--- config.mk ---
export PLATFORM = sky130hd
export DESIGN_NAME = mem_arbiter
export DESIGN_NICKNAME = d
export VERILOG_FILES = /design/src/rtl/mem_arbiter.sv
export SDC_FILE = /design/constraint.sdc
export NUM_CORES = 1
export LEC_CHECK = 0
export ABC_AREA = 0
export CAP_MARGIN = 10
export CORE_ASPECT_RATIO = 0.75
export CORE_MARGIN = 2
export CORE_UTILIZATION = 30
export DETAILED_ROUTE_END_ITERATION = 8
export GPL_ROUTABILITY_DRIVEN = 0
export PLACE_DENSITY = 0.66
export SKIP_LAST_GASP = 1
export SLEW_MARGIN = 20
export SYNTH_ARGS = -nofsm -noshare
export SYNTH_HDL_FRONTEND = slang
export SYNTH_SLANG_ARGS = --single-unit
--- constraint.sdc ---
create_clock -name clk -period 2.3 [get_ports clk]
set_clock_uncertainty 0.1 [all_clocks]
set_input_delay 0.575 -clock clk [delete_from_list [all_inputs] [get_ports clk]]
set_output_delay 0.575 -clock clk [all_outputs]
set_load 0.02 [all_outputs]
--- src/rtl/mem_arbiter.sv ---
// Round-robin arbiter sharing one single-port memory between the fetch and load/store ports.
// One transaction outstanding; responses are routed back to the owner, with an optional timeout.
module mem_arbiter #(
   parameter int unsigned ADDR_W  = 32,
   parameter int unsigned DATA_W  = 32,
   parameter int unsigned TIMEOUT = 255
) (
   input  logic                clk,
   input  logic                rst,
   input  logic                if_req,
   input  logic [ADDR_W-1:0]   if_addr,
   output logic                if_gnt,
   output logic                if_rvalid,
   output logic [DATA_W-1:0]   if_rdata,
   input  logic                d_req,
   input  logic                d_we,
   input  logic [ADDR_W-1:0]   d_addr,
   input  logic [DATA_W-1:0]   d_wdata,
   input  logic [DATA_W/8-1:0] d_wstrb,
   output logic                d_gnt,
   output logic                d_rvalid,
   output logic [DATA_W-1:0]   d_rdata,
   output logic                resp_err,
   output logic                mem_req,
   output logic                mem_we,
   output logic [ADDR_W-1:0]   mem_addr,
   output logic [DATA_W-1:0]   mem_wdata,
   output logic [DATA_W/8-1:0] mem_wstrb,
   input  logic                mem_ready,
   input  logic                mem_rvalid,
   input  logic [DATA_W-1:0]   mem_rdata,
   output logic                busy,
   output logic [31:0]         conflict_cnt
);

   localparam int unsigned STRB_W = DATA_W / 8;
   localparam int unsigned CNT_W  = (TIMEOUT > 0) ? $clog2(TIMEOUT + 1) : 1;

   typedef enum logic [1:0] {IDLE = 2'd0, ISSUE = 2'd1, WAIT = 2'd2} state_e;
   typedef enum logic {OWN_IF = 1'b0, OWN_D = 1'b1} owner_e;

   state_e              state_q, state_d;
   owner_e              owner_q, owner_d;
   owner_e              win;
   logic [ADDR_W-1:0]   addr_q, addr_d;
   logic                we_q, we_d;
   logic [DATA_W-1:0]   wdata_q, wdata_d;
   logic [STRB_W-1:0]   wstrb_q, wstrb_d;
   logic [CNT_W-1:0]    tmo_cnt_q, tmo_cnt_d;
   logic [31:0]         conflict_cnt_q, conflict_cnt_d;
   logic                tmo_hit, rsp_done, arb_en;

   assign tmo_hit  = (TIMEOUT != 0) && (state_q == WAIT) && !mem_rvalid
                     && (tmo_cnt_q == CNT_W'(TIMEOUT));
   assign rsp_done = (state_q == WAIT) && (mem_rvalid || tmo_hit);
   assign arb_en   = (state_q == IDLE) || rsp_done;

   // owner_q doubles as last_owner: it keeps the previous winner while idle
   always_ff @(posedge clk or negedge rst) begin
      if (!rst) begin
         state_q        <= IDLE;
         owner_q        <= OWN_D;
         addr_q         <= '0;
         we_q           <= 1'b0;
         wdata_q        <= '0;
         wstrb_q        <= '0;
         tmo_cnt_q      <= '0;
         conflict_cnt_q <= '0;
      end else begin
         state_q        <= state_d;
         owner_q        <= owner_d;
         addr_q         <= addr_d;
         we_q           <= we_d;
         wdata_q        <= wdata_d;
         wstrb_q        <= wstrb_d;
         tmo_cnt_q      <= tmo_cnt_d;
         conflict_cnt_q <= conflict_cnt_d;
      end
   end

   always_comb begin
      state_d        = state_q;
      owner_d        = owner_q;
      addr_d         = addr_q;
      we_d           = we_q;
      wdata_d        = wdata_q;
      wstrb_d        = wstrb_q;
      tmo_cnt_d      = tmo_cnt_q;
      conflict_cnt_d = conflict_cnt_q;
      win            = OWN_IF;
      case (state_q)
         ISSUE: begin
            if (mem_ready) begin
               state_d   = WAIT;
               tmo_cnt_d = '0;
            end
         end
         WAIT: begin
            tmo_cnt_d = tmo_cnt_q + CNT_W'(1);
            if (rsp_done) state_d = IDLE;
         end
         default: ;
      endcase
      if (arb_en && (if_req || d_req)) begin
         if (if_req && d_req) begin
            win            = (owner_q == OWN_D) ? OWN_IF : OWN_D;
            conflict_cnt_d = conflict_cnt_q + 32'd1;
         end else begin
            win = if_req ? OWN_IF : OWN_D;
         end
         owner_d = win;
         state_d = ISSUE;
         if (win == OWN_IF) begin
            addr_d  = if_addr;
            we_d    = 1'b0;
            wdata_d = '0;
            wstrb_d = '1;
         end else begin
            addr_d  = d_addr;
            we_d    = d_we;
            wdata_d = d_wdata;
            wstrb_d = d_wstrb;
         end
      end
   end

   always_comb begin
      if_gnt    = 1'b0;
      if_rvalid = 1'b0;
      if_rdata  = '0;
      d_gnt     = 1'b0;
      d_rvalid  = 1'b0;
      d_rdata   = '0;
      resp_err  = 1'b0;
      mem_req   = 1'b0;
      mem_we    = 1'b0;
      mem_addr  = '0;
      mem_wdata = '0;
      mem_wstrb = '0;
      case (state_q)
         ISSUE: begin
            mem_req   = 1'b1;
            mem_we    = we_q;
            mem_addr  = addr_q;
            mem_wdata = wdata_q;
            mem_wstrb = wstrb_q;
            if (mem_ready) begin
               if (owner_q == OWN_IF) if_gnt = 1'b1;
               else                   d_gnt  = 1'b1;
            end
         end
         WAIT: begin
            if (rsp_done) begin
               resp_err = tmo_hit;
               if (owner_q == OWN_IF) begin
                  if_rvalid = 1'b1;
                  if_rdata  = mem_rvalid ? mem_rdata : '0;
               end else begin
                  d_rvalid = 1'b1;
                  d_rdata  = mem_rvalid ? mem_rdata : '0;
               end
            end
         end
         default: ;
      endcase
   end

   assign busy         = (state_q != IDLE);
   assign conflict_cnt = conflict_cnt_q;

endmodule

==> run metrics <==
outcome complete, but fails checks; violated checks setup timing; clk_lat worst skew 0.36 ns; die area 0.0208 mm²; delay of the slowest critical-path stage 0.40 ns; worst path cell trace ha_4, nand4b_4, nor4_4, o21a_1, buf_6, nand2_8, buf_12, buf_12, buf_12, nor2_4, buf_6; Longest Clk Path Bufs 2; 1st-iter DRT viols 264; Max VDD drop 0.429 mV; Core Box Area 0.0193 mm²; most common cell in the netlist nand2_1; first-pass iteration count of the detailed router 4; global-route total usage across every layer 19.1%; Post-Syn Nets 829; CP max-delay cell dfrtp_1; Worst Path Arrival 2.28 ns; Yosys warning total 0; CP most frequent cell buf_12; count of endpoints failing hold in the final timing report 0; fmax 0.338 GHz; crit path capture type output pin; Post-synth EDFFs 0; top cells by area, synth dfrtp_1 (47%), nand2_1 (10%), and2_1 (7.6%); Slew Limit Headroom 59.6%; first-pass GRT wire length 31700 µm; max-slew violations 0; Wirelength per Cell 16.4 µm; Post-synth top cells nand2_1 (157), dfrtp_1 (111), nor2_1 (77); synthesized flop and latch total 112; Slew @ Worst Pin 0.606 ns; Rows 44; layout cells sized above 1 38.4%; R2R cell count 9; Final #Nets 1204; Chip Width 166 µm; Setup CP Type flop to output pin; total number of vias 6187; worst setup margin -0.658 ns; Yosys top cell by area dfrtp_1; final WL 21700 µm; Finished Layout Cells 1322; Clock Sinks 112; Area Overhead vs Synth 96.8%; CTS tree yes; Worst-path clk slew 0.07 ns; initial antenna violation count 1; post-synth top area share 47.0%; H-tree levels 3; TritonCTS buffer count 9; synthesized area per cell 8.59 µm²; DP HPWL 14100 µm; starting density of the core 30.6%; Crit Path Max Fanout 7; Syn Inst Count 688; post-synthesis sequential area ratio 47.4%; mapped cell area 0.00591 mm²; max-cap violations 0; share of flip-flops with an asynchronous set or reset 100%; clk root buf clkbuf_16; vias in the first global route 5707; power per cell area 929 mW/mm²; Most used DFF post-synth dfrtp_1; Die Ht 126 µm; Worst Hold Class input port to asynchronous set/reset pin; final setup vio count 120; Fill cells 1659; I/O pin cnt 311; Antenna Nets Post-Route 0; port bufs 310; Placed Cells 1248; RSZ-0062 raised after global routing yes; min Tclk post-route 2.96 ns; Yosys cell types 44; hold-fix buffers at CTS 0; Final period util 129%; crit start category flop; Leakage 5.18 nW; GRT overflow 0; R2R setup slack -0.14 ns; Final Power 10.8 mW; Via density 4.68; # DRC 0; CP required 1.62 ns; largest net degree at the start of global routing 113
==> state kept, by name (all words and copies together), names as in the netlist <==
signal / cells
state_q: 2
wdata_q: 32
tmo_cnt_q: 8
we_q: 1
addr_q: 32
conflict_cnt: 32
owner_q: 1
wstrb_q: 4
==> report_power, final <==
| group | switching (mW) | leakage (nW) | internal, mW |
|---|---|---|---|
| Sequential | 0.379 | 1.44 | 2.61 |
| Combinational | 2.90 | 3.59 | 3.32 |
| Clock | 0.821 | 0.148 | 0.772 |
| Total | 4.10 | 5.18 | 6.70 |
==> cells by family (layout without fill, tap and decap cells) <==
logic type | Yosys count | in the layout | share of synthesized area (%)
AND/OR/NAND/NOR | 363 | 363 | 29.5
flip-flops | 112 | 112 | 47.4
AO/OA/AOI/OAI | 93 | 93 | 8.72
buffers and inverters | 53 | 433 | 3.56
multiplexers | 34 | 34 | 5.78
XOR/XNOR | 31 | 31 | 4.59
adder cells (fa/ha/maj) | 2 | 2 | 0.423
other | 0 | 1 | 0
==> layer usage <==
metal  vias to the layer above  track usage (%)  routed length, µm
met5                         -                0                  0
met4                         0             5.93                586
met3                        34             4.75               1390
met2                       220             32.4              10600
met1                      2919             24.2               9110
li1                       3014                -                  -
==> repair_timing <==
| item | in CTS | in global routing |
|---|---|---|
| cloned | 7 | 7 |
| setup endpoints to repair | 142 | 154 |
| buffers inserted | 33 | 17 |
| pin swaps | 5 | 59 |
| resized for setup | 766 | 233 |
==> layout make-up <==
class	instances	area (µm²)	area share, %
antenna	1	2.50	0.0215
clock buffer	9	225	1.94
clock inverter	7	72.6	0.624
inverter	9	41.3	0.355
multi-input combinational	523	3620	31.1
sequential	112	2800	24.1
tap	253	317	2.72
timing repair buffer	408	4550	39.1
==> stage by stage <==
| step | hold WS (ns) | setup slack (ns) | util, % | setup TNS [ns] | instance area [µm²] |
|---|---|---|---|---|---|
| CTS | 0.231 | -0.681 | 55.1 | -43.22 | 10600 |
| global placement | 0.353 | -0.955 | 51.4 | -90.58 | 9930 |
| global route | 0.244 | -0.786 | 60.2 | -52.65 | 11600 |
| floorplan | 0.179 | -0.441 | - | -23.20 | 6280 |
| detailed placement | 0.362 | -1.01 | 51.4 | -94.30 | 9930 |
| finish | 0.203 | -0.658 | 60.2 | -38.61 | 11600 |
==> path summary, 6_finish.rpt <==
path                                    endpoint             start
worst max-delay path                 d_rdata[17]      tmo_cnt_q[0]
worst min register to register  conflict_cnt[31]  conflict_cnt[31]
min in group clk                conflict_cnt[31]  conflict_cnt[31]
max in group asynchronous             addr_q[12]               rst
worst min-delay path                tmo_cnt_q[7]               rst
worst max register to register  conflict_cnt[17]      tmo_cnt_q[0]
==> critical path: cells and delay by family (launching register included) <==
kind | cells | cell delay, ns
buffers and inverters | 5 | 0.66
and+or+nand+nor | 4 | 0.48
DFF | 1 | 0.40
AOI/OAI and AO/OA | 1 | 0.23
adders and majority gates | 1 | 0.17
==> cells in the final DEF (no fill, tap or decap), drive strengths merged, types with 2 or more instances in the layout <==
cell type	n
nand4b	2
buf	233
o21a	2
ha	2
clkinv	5
nor2	77
nand2b	2
and3	9
mux2i	33
nand2	157
and4	5
nand3	14
nor4	3
xnor2	27
nor3	6
a21oi	9
dfrtp	111
clkdlybuf4s50	168
a211oi	2
clkbuf	15
xor2	4
inv	11
o21ai	72
nand4	12
and2	72
Power figures use the tool's default switching activity.
